<file path="src/rtl/punch_encode1_pkg.sv">
// rtl/punch_encode1_pkg.sv - shared card constants, EBCDIC codes and FSM states
package punch_encode1_pkg;

    localparam int ROW12 = 11;
    localparam int ROW11 = 10;
    localparam int ROW0  = 9;
    localparam int ROW1  = 8;
    localparam int ROW2  = 7;
    localparam int ROW3  = 6;
    localparam int ROW4  = 5;
    localparam int ROW5  = 4;
    localparam int ROW6  = 3;
    localparam int ROW7  = 2;
    localparam int ROW8  = 1;
    localparam int ROW9  = 0;

    localparam logic [7:0] E_SP     = 8'h40;
    localparam logic [7:0] E_0      = 8'hF0;
    localparam logic [7:0] E_A      = 8'hC1;
    localparam logic [7:0] E_J      = 8'hD1;
    localparam logic [7:0] E_S      = 8'hE2;
    localparam logic [7:0] E_PERIOD = 8'h4B;
    localparam logic [7:0] E_COMMA  = 8'h6B;
    localparam logic [7:0] E_MINUS  = 8'h60;
    localparam logic [7:0] E_SLASH  = 8'h61;
    localparam logic [7:0] E_AMP    = 8'h50;

    localparam logic [11:0] HOLL_BLANK = 12'h000;

    typedef enum logic {
        ST_RUN = 1'b0,
        ST_PAD = 1'b1
    } state_e;

    // Digit rows 0..9 sit at consecutive bits counting down from row 0.
    function automatic logic [11:0] row_n(input logic [3:0] n);
        return 12'(1) << (4'(ROW0) - n);
    endfunction

endpackage

</file>
<file path="src/rtl/punch_encode1_if.sv">
// rtl/punch_encode1_if.sv - byte-in / column-out stream bundle
interface punch_encode1_if #(
    parameter int CW = 8
);
    logic          i_valid;
    logic [7:0]    i_byte;
    logic          o_ready;
    logic          i_flush;
    logic          o_col_valid;
    logic [11:0]   o_col;
    logic          i_col_ready;
    logic          o_last;
    logic          o_err;
    logic [CW-1:0] o_colno;

    modport slave (
        input  i_valid, i_byte, i_flush, i_col_ready,
        output o_ready, o_col_valid, o_col, o_last, o_err, o_colno
    );

    modport master (
        output i_valid, i_byte, i_flush, i_col_ready,
        input  o_ready, o_col_valid, o_col, o_last, o_err, o_colno
    );
endinterface

</file>
<file path="src/rtl/punch_encode1_ebcdic_to_holl.sv">
// rtl/punch_encode1_ebcdic_to_holl.sv - combinational EBCDIC to Hollerith column encoder
module punch_encode1_ebcdic_to_holl
    import punch_encode1_pkg::*;
(
    input  logic [7:0]  i_byte,
    output logic [11:0] o_col,
    output logic        o_bad
);
    logic [3:0] zone;
    logic [3:0] dig;
    logic       dig_ok;

    assign zone   = i_byte[7:4];
    assign dig    = i_byte[3:0];
    assign dig_ok = (dig >= 4'd1) && (dig <= 4'd9);

    always_comb begin
        o_col = HOLL_BLANK;
        o_bad = 1'b0;
        if (i_byte == E_SP) begin
            o_col = HOLL_BLANK;
        end else if (i_byte == E_0) begin
            o_col = row_n(4'd0);
        end else if (zone == E_0[7:4] && dig_ok) begin
            o_col = row_n(dig);
        end else if (zone == E_A[7:4] && dig_ok) begin
            o_col = (12'(1) << ROW12) | row_n(dig);
        end else if (zone == E_J[7:4] && dig_ok) begin
            o_col = (12'(1) << ROW11) | row_n(dig);
        end else if (zone == E_S[7:4] && dig >= E_S[3:0] && dig <= 4'd9) begin
            o_col = (12'(1) << ROW0) | row_n(dig);
        end else if (i_byte == E_PERIOD) begin
            o_col = (12'(1) << ROW12) | (12'(1) << ROW3) | (12'(1) << ROW8);
        end else if (i_byte == E_COMMA) begin
            o_col = (12'(1) << ROW0) | (12'(1) << ROW3) | (12'(1) << ROW8);
        end else if (i_byte == E_MINUS) begin
            o_col = 12'(1) << ROW11;
        end else if (i_byte == E_SLASH) begin
            o_col = (12'(1) << ROW0) | (12'(1) << ROW1);
        end else if (i_byte == E_AMP) begin
            o_col = 12'(1) << ROW12;
        end else begin
            o_bad = 1'b1;
        end
    end
endmodule

</file>
<file path="src/rtl/punch_encode1.sv">
// rtl/punch_encode1.sv - punch-side encoder: byte stream to padded card column stream
module punch_encode1
    import punch_encode1_pkg::*;
#(
    parameter int CARD_COLS = 80,
    parameter int CW        = 8
) (
    input  logic            clk,
    input  logic            rst,
    punch_encode1_if.slave  bus
);
    localparam logic [CW-1:0] LAST_COL = CW'(CARD_COLS - 1);

    state_e        state_q;
    logic [CW-1:0] cnt_q, cnt_d;
    logic          valid_q, err_q, last_q;
    logic [11:0]   col_q;
    logic [CW-1:0] colno_q;

    logic [11:0]   enc_col;
    logic          enc_bad;
    logic          slot_free, accept, pad_load, load;

    punch_encode1_ebcdic_to_holl u_enc (
        .i_byte (bus.i_byte),
        .o_col  (enc_col),
        .o_bad  (enc_bad)
    );

    assign slot_free   = !valid_q || bus.i_col_ready;
    assign bus.o_ready = (state_q == ST_RUN) && slot_free;
    assign accept      = bus.i_valid && bus.o_ready;
    assign pad_load    = (state_q == ST_PAD) && slot_free;
    assign load        = accept || pad_load;

    always_comb begin
        cnt_d = cnt_q;
        if (load) begin
            cnt_d = (cnt_q == LAST_COL) ? '0 : cnt_q + 1'b1;
        end
    end

    always_ff @(posedge clk) begin
        if (rst) begin
            state_q <= ST_RUN;
            cnt_q   <= '0;
            valid_q <= 1'b0;
            col_q   <= HOLL_BLANK;
            err_q   <= 1'b0;
            last_q  <= 1'b0;
            colno_q <= '0;
        end else begin
            cnt_q <= cnt_d;
            if (load) begin
                valid_q <= 1'b1;
                col_q   <= accept ? enc_col : HOLL_BLANK;
                err_q   <= accept && enc_bad;
                last_q  <= (cnt_q == LAST_COL);
                colno_q <= cnt_q;
            end else if (slot_free) begin
                valid_q <= 1'b0;
            end
            // Flush looks at the counter after any same-cycle accept so a
            // card completed by that byte needs no padding.
            case (state_q)
                ST_RUN: if (bus.i_flush && cnt_d != '0) state_q <= ST_PAD;
                ST_PAD: if (pad_load && cnt_q == LAST_COL) state_q <= ST_RUN;
                default: state_q <= ST_RUN;
            endcase
        end
    end

    assign bus.o_col_valid = valid_q;
    assign bus.o_col       = col_q;
    assign bus.o_err       = err_q;
    assign bus.o_last      = last_q;
    assign bus.o_colno     = colno_q;
endmodule

</file>
<file path="src/flat_wrapper.sv">
// flat-port wrapper written by rule: the top's interface ports become plain ports
module punch_encode1_flat import punch_encode1_pkg::*;
#(
    parameter int CARD_COLS = 80,
    parameter int CW        = 8
)
  (clk, rst, bus_i_valid, bus_i_byte, bus_i_flush, bus_i_col_ready, bus_o_ready, bus_o_col_valid, bus_o_col, bus_o_last, bus_o_err, bus_o_colno);
  punch_encode1_if #(.CW(CW)) bus_i ();
  input  logic clk;
  input  logic rst;
  input wire logic [$bits(bus_i.i_valid)-1:0] bus_i_valid;
  input wire logic [$bits(bus_i.i_byte)-1:0] bus_i_byte;
  input wire logic [$bits(bus_i.i_flush)-1:0] bus_i_flush;
  input wire logic [$bits(bus_i.i_col_ready)-1:0] bus_i_col_ready;
  output wire logic [$bits(bus_i.o_ready)-1:0] bus_o_ready;
  output wire logic [$bits(bus_i.o_col_valid)-1:0] bus_o_col_valid;
  output wire logic [$bits(bus_i.o_col)-1:0] bus_o_col;
  output wire logic [$bits(bus_i.o_last)-1:0] bus_o_last;
  output wire logic [$bits(bus_i.o_err)-1:0] bus_o_err;
  output wire logic [$bits(bus_i.o_colno)-1:0] bus_o_colno;
  assign bus_i.i_valid = bus_i_valid;
  assign bus_i.i_byte = bus_i_byte;
  assign bus_i.i_flush = bus_i_flush;
  assign bus_i.i_col_ready = bus_i_col_ready;
  assign bus_o_ready = bus_i.o_ready;
  assign bus_o_col_valid = bus_i.o_col_valid;
  assign bus_o_col = bus_i.o_col;
  assign bus_o_last = bus_i.o_last;
  assign bus_o_err = bus_i.o_err;
  assign bus_o_colno = bus_i.o_colno;
  punch_encode1 #(.CARD_COLS(CARD_COLS), .CW(CW)) u_core (.clk(clk), .rst(rst), .bus(bus_i));
endmodule
</file>
<file path="config.mk">
export PLATFORM = sky130hd
export DESIGN_NAME = punch_encode1_flat
export DESIGN_NICKNAME = d
export VERILOG_FILES = /design/src/rtl/punch_encode1_pkg.sv /design/src/rtl/punch_encode1_if.sv /design/src/rtl/punch_encode1_ebcdic_to_holl.sv /design/src/rtl/punch_encode1.sv /design/src/flat_wrapper.sv
export SDC_FILE = /design/constraint.sdc
export NUM_CORES = 1
export LEC_CHECK = 0
export CORE_ASPECT_RATIO = 1.25
export CORE_MARGIN = 1.5
export CORE_UTILIZATION = 54
export DETAILED_ROUTE_END_ITERATION = 8
export HOLD_SLACK_MARGIN = 0.12
export PLACE_DENSITY = 0.91
export SLEW_MARGIN = 5
export SYNTH_ARGS = -nofsm -noshare
export SYNTH_HDL_FRONTEND = slang
export SYNTH_SLANG_ARGS = --single-unit
</file>
<file path="constraint.sdc">
create_clock -name clk -period 7.1 [get_ports clk]
set_clock_uncertainty 0.15 [all_clocks]
set_input_delay 1.775 -clock clk [delete_from_list [all_inputs] [get_ports clk]]
set_output_delay 1.775 -clock clk [all_outputs]
set_load 0.01 [all_outputs]
</file>
== Word level (Yosys, flattened, before mapping) ==
Index checks and enable logic that the tools add are counted.
Cells by class
  add/sub/neg operators: 2
  magnitude comparators: 3
  equal/unequal tests: 12
  shifts and indexed selects: 1
  multiplexer cells: 30
  bitwise logic cells: 1
  reductions and logical operators: 17
Operators by type and width (count)
  12-bit 2-to-1 mux: 12
  8-bit by 7-bit == test with 1-bit output, second input constant: 7
  4-bit == test, second input constant: 4
  8-bit 2-to-1 mux: 2
  1-bit 2-to-1 mux: 15
  1-bit logical AND: 12
  1-bit by 4-bit left shift with 12-bit output, first input constant: 1
  8-bit by 1-bit adder with 8-bit output, second input constant: 1
  8-bit == test, second input constant: 1
  8-bit nonzero test: 1
  4-bit by 1-bit greater-or-equal comparator with 1-bit output, second input constant: 1
  4-bit by 2-bit greater-or-equal comparator with 1-bit output, second input constant: 1
  4-bit less-or-equal comparator, second input constant: 1
  4-bit subtractor, first input constant: 1
  1-bit logical OR: 2
  1-bit case mux with 2 select lines: 1
  2-bit nonzero test: 1
  1-bit zero test: 1
  1-bit NOT: 1
Word-level totals
  register bits after elaboration: 32
  bits of input ports: 13
  logic and storage cells: 73

== Longest topological paths before layout ==
Gate-level depths: netlist of run 1.
  word-level depth: 13
  depth in mapped cells: 8

== By module ==
Synthesis of run 1 repeated with hierarchy kept, for this count alone.
Unflattened totals
  cells, all modules: 246
  area total of the unflattened synthesis: 1999.4 sq um
Modules (own cells, without submodules)
  punch_encode1: instances 1, cells an instance 166, area each 1428.9 sq um, sequential area each 640.6 sq um
  punch_encode1_ebcdic_to_holl: instances 1, cells an instance 80, area each 570.5 sq um, sequential area each 0.0 sq um

== Worst setup path before layout of run 1 ==
OpenSTA, ideal clock, no wires.
  path kind: input to output
  start: in bus_i_col_ready
  end: out bus_o_ready
  arrival: 2.129 ns
  required time: 5.175 ns
  path slack: 3.046 ns
  stages: 2
  cell sequence: nor2b_1 > nor2_1
Between the ends
  longest elaborated chain between the ends: 2
RTL lines
  from (decl): RTL line flat_wrapper.sv:14  | input wire logic [$bits(bus_i.i_col_ready)-1:0] bus_i_col_ready;
  1-bit logical OR: RTL line punch_encode1.sv:30  | assign slot_free = !valid_q || bus.i_col_ready;
  1-bit logical AND: RTL line punch_encode1.sv:31  | assign bus.o_ready = (state_q == ST_RUN) && slot_free;
  to (decl): RTL line flat_wrapper.sv:15  | output wire logic [$bits(bus_i.o_ready)-1:0] bus_o_ready;
No other way between the ends.

== Worst setup path after layout of run 1 ==
Same ends and word-level chain as after synthesis.

==> results.md, run 1 <==
- Layout Nets: 270
- First-pass GRT wire length: 6699 um
- Crit path cell chain: clkdlybuf4s50_1 -> nor2b_1 -> nor2_1 -> clkdlybuf4s50_1
- Filler cells: 259
- R2R depth: 5
- Top-count cell post-synth: nand2_1
- Syn Std Cell Area: 1758 um^2
- Synth area leader: dfxtp_1
- Area Growth Syn to Fin: 24.84%
- Worst-Skew Late Latency: 280 ps
- Crit path kind: input port to primary output
- Worst flop-to-flop path endpoint: u_core.state_q
- Synthesized instance count: 225
- DRC: 0
- Status: completed
- RSZ-0062 raised after global routing: false
- Final hold vios: 0
- YS warnings: 0
- Min-Delay Endpoint: u_core.bus.o_col[10]
- CTS buffer count: 5
- # Post-CTS Setup Buffers: 0
- Startpoint types: input port
- Hold depth: 2
- Clk slew on worst S/H paths: 60 ps
- Final cycle utilization of the critical path: 69.94%
- Most used cell, CP: clkdlybuf4s50_1
- Hold_buf cts: 0
- Final GP Congestion: 0.8570
- # port buffers: 36
- Static leakage: 0.7251 nW
- # setup viols final: 0
- Die height: 66.79 um
- Seq cells post-synth: 32
- Top-area cell type share of the netlist area: 36.44%
- Mean Syn Cell Area: 7.813 um^2
- Fin. max-slew vios: 0
- Synth top cells by count: nand2_1, dfxtp_1, a21oi_1, nor2_1, o21ai_0
- Vias in the first global route: 1595
- Final min period: 4966 ps
- Worst R2R Start: u_core.state_q
- # IOs: 37
- Core Area: 3166 um^2
- # diodes: 0
- Global Route Usage Sum: 24.83%
- Max IR drop VDD: 0.0001537 V
- Synth unique cells: 52
- Crit path largest cell delay: 480 ps
- Post-synth EDFFs: 0
- CP Launch Point: bus_i_col_ready
- Reg2Reg Setup Slack: 4650 ps
- Critical Path End Type: primary output
- CTS Sinks: 32
- Critical Path AT: 3040 ps
- Die Footprint: 3609 um^2
- Die span in x: 54.03 um
- Mapped Nets: 240
- Routed wire length: 4157 um
- Hpwl dp: 2969 um
- Initial Utilization: 55.53%
- Data required, critical path: 5180 ps
- Antenna-violating nets left: 0
- CP max stage cell: clkdlybuf4s50_1
- Maxcap violations: 0
- Worst rel slew slack: 33.04%
- Largest net degree at the start of global routing: 28
- Slew @ Worst Pin: 1001 ps
- Root buffer selected by CTS: clkbuf_8
- Ys flop type: dfxtp_1
- Post-CTS Resized: 0
- # rows: 23
- Seq/Total Area, Yosys: 36.44%
- Cell Pwr Density: 183.8 nW/um^2
- CTS Buffer Depth: 2
- Initial antenna violation count: 0
- H-tree depth: 2
- First-iteration detailed-routing DRC count: 70
- CP max FO: 6
- Hold/Removal Path Class: flip-flop to flip-flop
- Vias per cell: 6.092
- Synth async-reset ratio: 0%
- Sum of negative setup slack: 0 ps
- WL per Instance: 14.19 um
- Drt first pass iters: 4
- Share of layout cells above drive strength 1: 7.031%
- PnR Total Power: 403.3 uW
- Hold Startpoint: u_core.bus.o_col[10]
- Routed vias: 1785
- Synth top area cells: dfxtp_1, nand2_1, a21oi_1
- FMAX: 201.4 MHz
- Remaining Overflow, GRT: 0
- CTS tree: done
[cell type report]
type                            count  area (um^2)  share of cell area, %
Clock buffer                        7        86.33                  3.934
Multi-Input combinational cell    172         1023                  46.64
Timing Repair Buffer               36        360.3                  16.42
Clock inverter                      1        7.507                 0.3421
Sequential cell                    32        640.6                  29.19
Inverter                            8        30.03                  1.368
Tap cell                           37        46.29                  2.109
[worst max-delay path by stage]
stage | to | slack (ps) | cells after the start
CTS | bus_o_ready | 2120 | 4
detailed placement | bus_o_ready | 2130 | 4
global route | bus_o_ready | 2020 | 4
finish | bus_o_ready | 2130 | 4
floorplan | bus_o_ready | 3050 | 2
global placement | bus_o_ready | 2160 | 4
[cell families after synthesis]
logic type / after synthesis / synth area share [%]
mux: 1 / 0.5694
buf+inv: 21 / 5.338
flops: 32 / 36.44
simple gates: 103 / 30.25
xor+xnor: 3 / 1.495
fa+ha+maj: 2 / 1.423
compound gates: 63 / 24.49
[report_power, final]
part           internal (mW)  leakage, nW  switching [mW]
combinational         0.0295        0.422          0.0409
sequential             0.184        0.259         0.00667
clock                 0.0786       0.0445          0.0632
[per-layer routing]
metal	up-vias	part of all wire, %	global-route usage [%]
met5	-	0	0
met4	0	2.3	12.19
met3	14	4.7	4.484
met2	66	49	41.01
met1	831	44	30.21
li1	874	-	-
[cell usage in the layout, fill, tap and decap left out, drive strengths merged, types with 4 or more instances in the layout]
master / instances
clkdlybuf4s50: 36
nand2: 35
dfxtp: 32
a21oi: 22
nor2: 21
o21ai: 10
inv: 8
nand3: 7
nor3: 7
clkbuf: 7
nor4: 6
nor2b: 4
nand2b: 4
o211ai: 4
or3: 4
a32o: 4
[critical path: cells and delay by family]
family | cells | cell delay, ps
simple gates | 2 | 380
buf+inv | 2 | 890
[flip-flops by register name (all words and copies together), names as in the netlist]
| signal | flops |
|---|---|
| u_core.cnt_q | 8 |
| u_core.bus.o_col_valid | 1 |
| u_core.bus.o_col | 12 |
| u_core.state_q | 1 |
| u_core.bus.o_last | 1 |
| u_core.bus.o_err | 1 |
| u_core.bus.o_colno | 8 |
[through the flow]
stage / cell area [um^2] / hold slack (ps) / setup WS, ps / instances / utilization, %
after global routing: 2195 / 323.9 / 2019 / 293 / 69.33
after CTS: 2195 / 306.6 / 2118 / 293 / 69.33
after global placement: 2101 / 291.3 / 2159 / 285 / 66.36
after floorplan: 1758 / 316.2 / 3046 / 225 / -
after detailed placement: 2101 / 297.7 / 2126 / 285 / 66.36
final: 2195 / 300.7 / 2134 / 293 / 69.33
(Power assumes the default switching activity.)
==> run 2, diff against run 1 <==
- CORE_UTILIZATION: 54 -> 46
- PLACE_DENSITY: 0.91 -> 0.83
- clock period: 7.1 -> 4.56 ns (I/O delays scaled with it)
==> run 2 against run 1 <==
Net effect:
- clock power up 87%
- power is 68% higher
- via count fell by 1.3%
- largest cell class unchanged
==> results.md, run 2 (synthesis gave the netlist of run 1 again) <==
- Commonest non-fill, non-tap cell in the layout: clkdlybuf4s50_1
- Max reg flops: 12
- Min-Delay Endpoint: u_core.bus.o_col[9]
- Reg2Reg Setup Slack: 2260 ps
- # Post-CTS Setup Buffers: 0
- Critical Path End Type: primary output
- # rows: 24
- H-tree depth: 2
- Final GP Congestion: 0.9112
- DRC: 0
- Worst flop-to-flop path endpoint: u_core.state_q
- Die height: 72.12 um
- Core Area: 3573 um^2
- Worst Setup Slack, final: 847.0 ps
- CTS buffer count: 5
- Final cycle utilization of the critical path: 81.42%
- Sum of negative setup slack: 0 ps
- Vias per cell: 5.913
- Clk slew on worst S/H paths: 70 ps
- # diodes: 0
- Antenna-violating nets left: 0
- Data required, critical path: 3270 ps
- Global Route Usage Sum: 21.10%
- Initial antenna violation count: 0
- Crit path kind: input port to primary output
- Top Layer Used: met4
- RSZ-0062 raised after global routing: false
- CTS Sinks: 32
- Routed vias: 1762
- Static leakage: 0.7503 nW
- Minimum hold slack: 304.8 ps
- Slew @ Worst Pin: 723.3 ps
- Hold Startpoint: u_core.bus.o_col[9]
- Status: completed
- Remaining Overflow, GRT: 0
- Area Growth Syn to Fin: 27.05%
- CTS tree: done
- Hold_buf cts: 0
- CP max FO: 6
- Largest net degree at the start of global routing: 24
- WL met1: 1754 um
- Place WS: 860.8 ps
- Layout Nets: 273
- # IOs: 37
- Maxcap violations: 0
- Routed wire length: 4142 um
- # setup viols final: 0
- Cell Pwr Density: 302.8 nW/um^2
- Worst R2R Start: u_core.cnt_q[0]
- Fin. max-slew vios: 0
- Hold/Removal Path Class: flip-flop to flip-flop
- WL per Instance: 13.90 um
- # port buffers: 36
- Drt first pass iters: 6
- R2R depth: 6
- Post-CTS Resized: 0
- WL met2: 2129 um
- Share of layout cells above drive strength 1: 8.108%
- Worst-Skew Late Latency: 290 ps
- Hpwl dp: 3033 um
- CTS Buffer Depth: 2
- Final min period: 3713 ps
- Final hold vios: 0
- Most frequent cells in the layout: clkdlybuf4s50_1, nand2_1, dfxtp_1, nor2_1, a21oi_1
- Fin util: 62.50%
- Initial Utilization: 49.19%
- FMAX: 269.3 MHz
- Die span in x: 58.29 um
- Critical Path AT: 2420 ps
- Max IR drop VDD: 0.0002141 V
- Die Footprint: 4204 um^2
- First-iteration detailed-routing DRC count: 123
- First-pass GRT wire length: 6893 um
- Root buffer selected by CTS: clkbuf_8
- Vias in the first global route: 1545
- Met3 WL: 171 um
- Worst rel slew slack: 51.63%
- Hold depth: 2
- Startpoint types: input port
run 2: cell types whose count changed in the layout (fill, tap and decap cells not counted):
cell / delta
buf_4: +3
bufinv_16: +1
clkinv_2: +1
clkbuf_8: -1
clkinvlp_4: -1
run 2: area by class of cell:
type                       instances  area (um^2)
clock buffer                       6        72.57
clock inverter                     2        35.03
fill                             324         1340
inverter                           8        30.03
multi-input combinational        172         1023
sequential                        32        640.6
tap                               39        48.80
timing repair buffer              39        382.9
run 2: worst max-delay path by stage:
stage               startpoint                  end  cells after the start
2_1_floorplan    bus_i_byte[1]  u_core.bus.o_col[1]                      8
3_5_place_dp   bus_i_col_ready          bus_o_ready                      4
6_report       bus_i_col_ready          bus_o_ready                      4
3_3_place_gp   bus_i_col_ready          bus_o_ready                      4
5_1_grt        bus_i_col_ready          bus_o_ready                      4
4_1_cts        bus_i_col_ready          bus_o_ready                      4
run 2: report_power, final:
part	switching (mW)	total, mW	internal [mW]	leakage, nW
sequential	0.0101	0.297	0.287	0.259
combinational	0.0644	0.114	0.0493	0.436
clock	0.103	0.265	0.162	0.0552
total	0.178	0.676	0.498	0.750
run 2: critical path, stage by stage:
cell and delay [ps]:
clkdlybuf4s50_1 420, nor2b_1 310, nor2_1 70, clkdlybuf4s50_1 480
run 2: layer usage:
layer	global-route usage (%)	up-vias
met3	5.882	10
met2	35.33	41
met1	24.25	832
met5	0	-
li1	-	879
met4	10.59	0
run 2: stage by stage:
stage                     instances  cell area, um^2  power [mW]
after floorplan                 225             1758      0.3751
after global placement          290             2126      0.4147
after detailed placement        290             2126      0.4158
after CTS                       298             2233      0.6812
after global routing            298             2233      0.7072
final                           298             2233      0.6762
==> run 3, diff against run 2 <==
- CORE_UTILIZATION: 46 -> 50
- PLACE_DENSITY: 0.83 -> 0.86
- clock period: 4.56 -> 3.72 ns (I/O delays scaled with it)
==> run 3 against run 2 <==
Net effect:
- worst hold slack gained 1.7 ps
- final cell count shrank 0.34%
- highest routed layer unchanged
- largest power group unchanged
- first-iteration DRC count shrank 27%
- flip-flop and latch count is the same
- design area shrank 0.39%
- critical path depth is the same
- largest cell class unchanged
- worst setup slack lost 430 ps
- die area shrank 7.6%
- register-to-register slack lost 780 ps
- wire length grew 1.4%
- clock power grew 5%
==> results.md, run 3 (synthesis gave the netlist of run 1 again) <==
- Root buffer selected by CTS: clkbuf_8
- Share of layout cells above drive strength 1: 8.462%
- R2R depth: 6
- Die span in x: 56.04 um
- Largest net degree at the start of global routing: 23
- First-iteration detailed-routing DRC count: 90
- Die Footprint: 3883 um^2
- Final cycle utilization of the critical path: 88.74%
- Worst R2R Start: u_core.cnt_q[0]
- CP bufs+invs: 2
- CP max FO: 6
- Most frequent cells in the layout: clkdlybuf4s50_1, nand2_1, dfxtp_1, nor2_1, a21oi_1
- Antenna-violating nets left: 0
- Die height: 69.30 um
- Layout Nets: 274
- Static leakage: 0.7444 nW
- # port buffers: 36
- Sum of negative setup slack: 0 ps
- Worst rel slew slack: 60.74%
- Final hold vios: 0
- Core Area: 3281 um^2
- # IOs: 37
- Hold/Removal Path Class: flip-flop to flip-flop
- Routed wire length: 4200 um
- RSZ-0062 raised after global routing: false
- Global Route Usage Sum: 22.18%
- Layout Cells excl Fill: 297
- Max IR drop VDD: 0.0003862 V
- Vias per cell: 5.993
- Min-Delay Endpoint: u_core.bus.o_col[11]
- H-tree depth: 2
- Most used cell, CP: clkdlybuf4s50_1
- Status: completed
- Hold Startpoint: u_core.bus.o_col[11]
- Crit path cell chain: clkdlybuf4s50_1 -> nor2b_1 -> nor2_1 -> clkdlybuf4s50_1
- Slew @ Worst Pin: 587.1 ps
- # setup viols final: 0
- Final min period: 3301 ps
- First-pass GRT wire length: 7058 um
- Crit path largest cell delay: 480 ps
- Post-CTS Resized: 0
- Hold depth: 2
- Data required, critical path: 2640 ps
- Delay-heaviest family, CP: buffers and inverters
- Startpoint types: input port
- Max reg flops: 12
- # Post-CTS Setup Buffers: 0
- WL per Instance: 14.14 um
- FMAX: 302.9 MHz
- Reg2Reg Setup Slack: 1480 ps
- Fin. max-slew vios: 0
- CTS Sinks: 32
- Area Growth Syn to Fin: 26.55%
- Routed vias: 1780
- CTS tree: done
- Final GP Congestion: 0.8878
- CP max stage cell: clkdlybuf4s50_1
- Hpwl dp: 3085 um
- # diodes: 0
- Worst flop-to-flop path endpoint: u_core.state_q
- Hold_buf cts: 0
- Drt first pass iters: 4
- DP Cell Count: 289
- CTS buffer count: 5
- Worst-Skew Late Latency: 290 ps
- Cell Pwr Density: 351.5 nW/um^2
- Critical Path AT: 2220 ps
- Commonest non-fill, non-tap cell in the layout: clkdlybuf4s50_1
- Critical Path End Type: primary output
- Vias in the first global route: 1653
- Crit path kind: input port to primary output
- Initial antenna violation count: 0
- CTS Buffer Depth: 2
- DRC: 0
- Remaining Overflow, GRT: 0
- # rows: 23
- Clk slew on worst S/H paths: 60 ps
- Initial Utilization: 53.59%
- Maxcap violations: 0
run 3: changes by cell type in the layout (fill, tap and decap cells not counted), sizes merged:
| cell | before | now |
|---|---|---|
| bufinv | 1 | 0 |
| clkbuf | 6 | 7 |
| clkinvlp | 0 | 1 |
| clkinv | 1 | 0 |
| buf | 3 | 4 |
run 3: tightest hold or removal path: stages, from the launching register on:
cell	delay (ps)
dfxtp_1	310
nand2_1	50
a21oi_1	50
run 3: metal layers:
| metal | track usage (%) | wire, um |
|---|---|---|
| met1 | 25.55 | 1792 |
| met3 | 4.664 | 231 |
| met4 | 10.32 | 55 |
| met2 | 38.56 | 2121 |
| met5 | 0 | 0 |
run 3: worst max-delay path by stage:
stage | from | endpoint | slack [ps] | depth (start not counted)
CTS | bus_i_col_ready | bus_o_ready | 420 | 4
detailed placement | bus_i_col_ready | bus_o_ready | 430 | 4
global route | bus_i_col_ready | bus_o_ready | 360 | 4
finish | bus_i_col_ready | bus_o_ready | 420 | 4
floorplan | bus_i_byte[1] | u_core.bus.o_col[1] | 1080 | 8
global placement | bus_i_col_ready | bus_o_ready | 470 | 4
run 3: per-stage QoR:
step	hold slack (ps)	cell area (um^2)	worst slack [ps]	util (%)	power, mW
after floorplan	316.2	1758	1083	-	0.4598
after global placement	294.5	2131	475.0	64.95	0.5085
after detailed placement	299.9	2131	427.8	64.95	0.5104
after CTS	308.7	2225	416.7	67.81	0.7851
after global routing	337.8	2225	358.3	67.81	0.8179
final	306.6	2225	418.9	67.81	0.7820
run 3: cell type report:
cell class                      count  area [um^2]
Clock buffer                        7        86.33
Clock inverter                      1        7.507
Inverter                            8        30.03
Sequential cell                    32        640.6
Tap cell                           37        46.29
Multi-Input combinational cell    172         1023
Fill cell                         290         1056
Timing Repair Buffer               40        390.4
run 3: power breakdown:
part / switching [mW] / internal (mW)
registers: 0.0125 / 0.352
clock network: 0.128 / 0.150
logic: 0.0786 / 0.0611
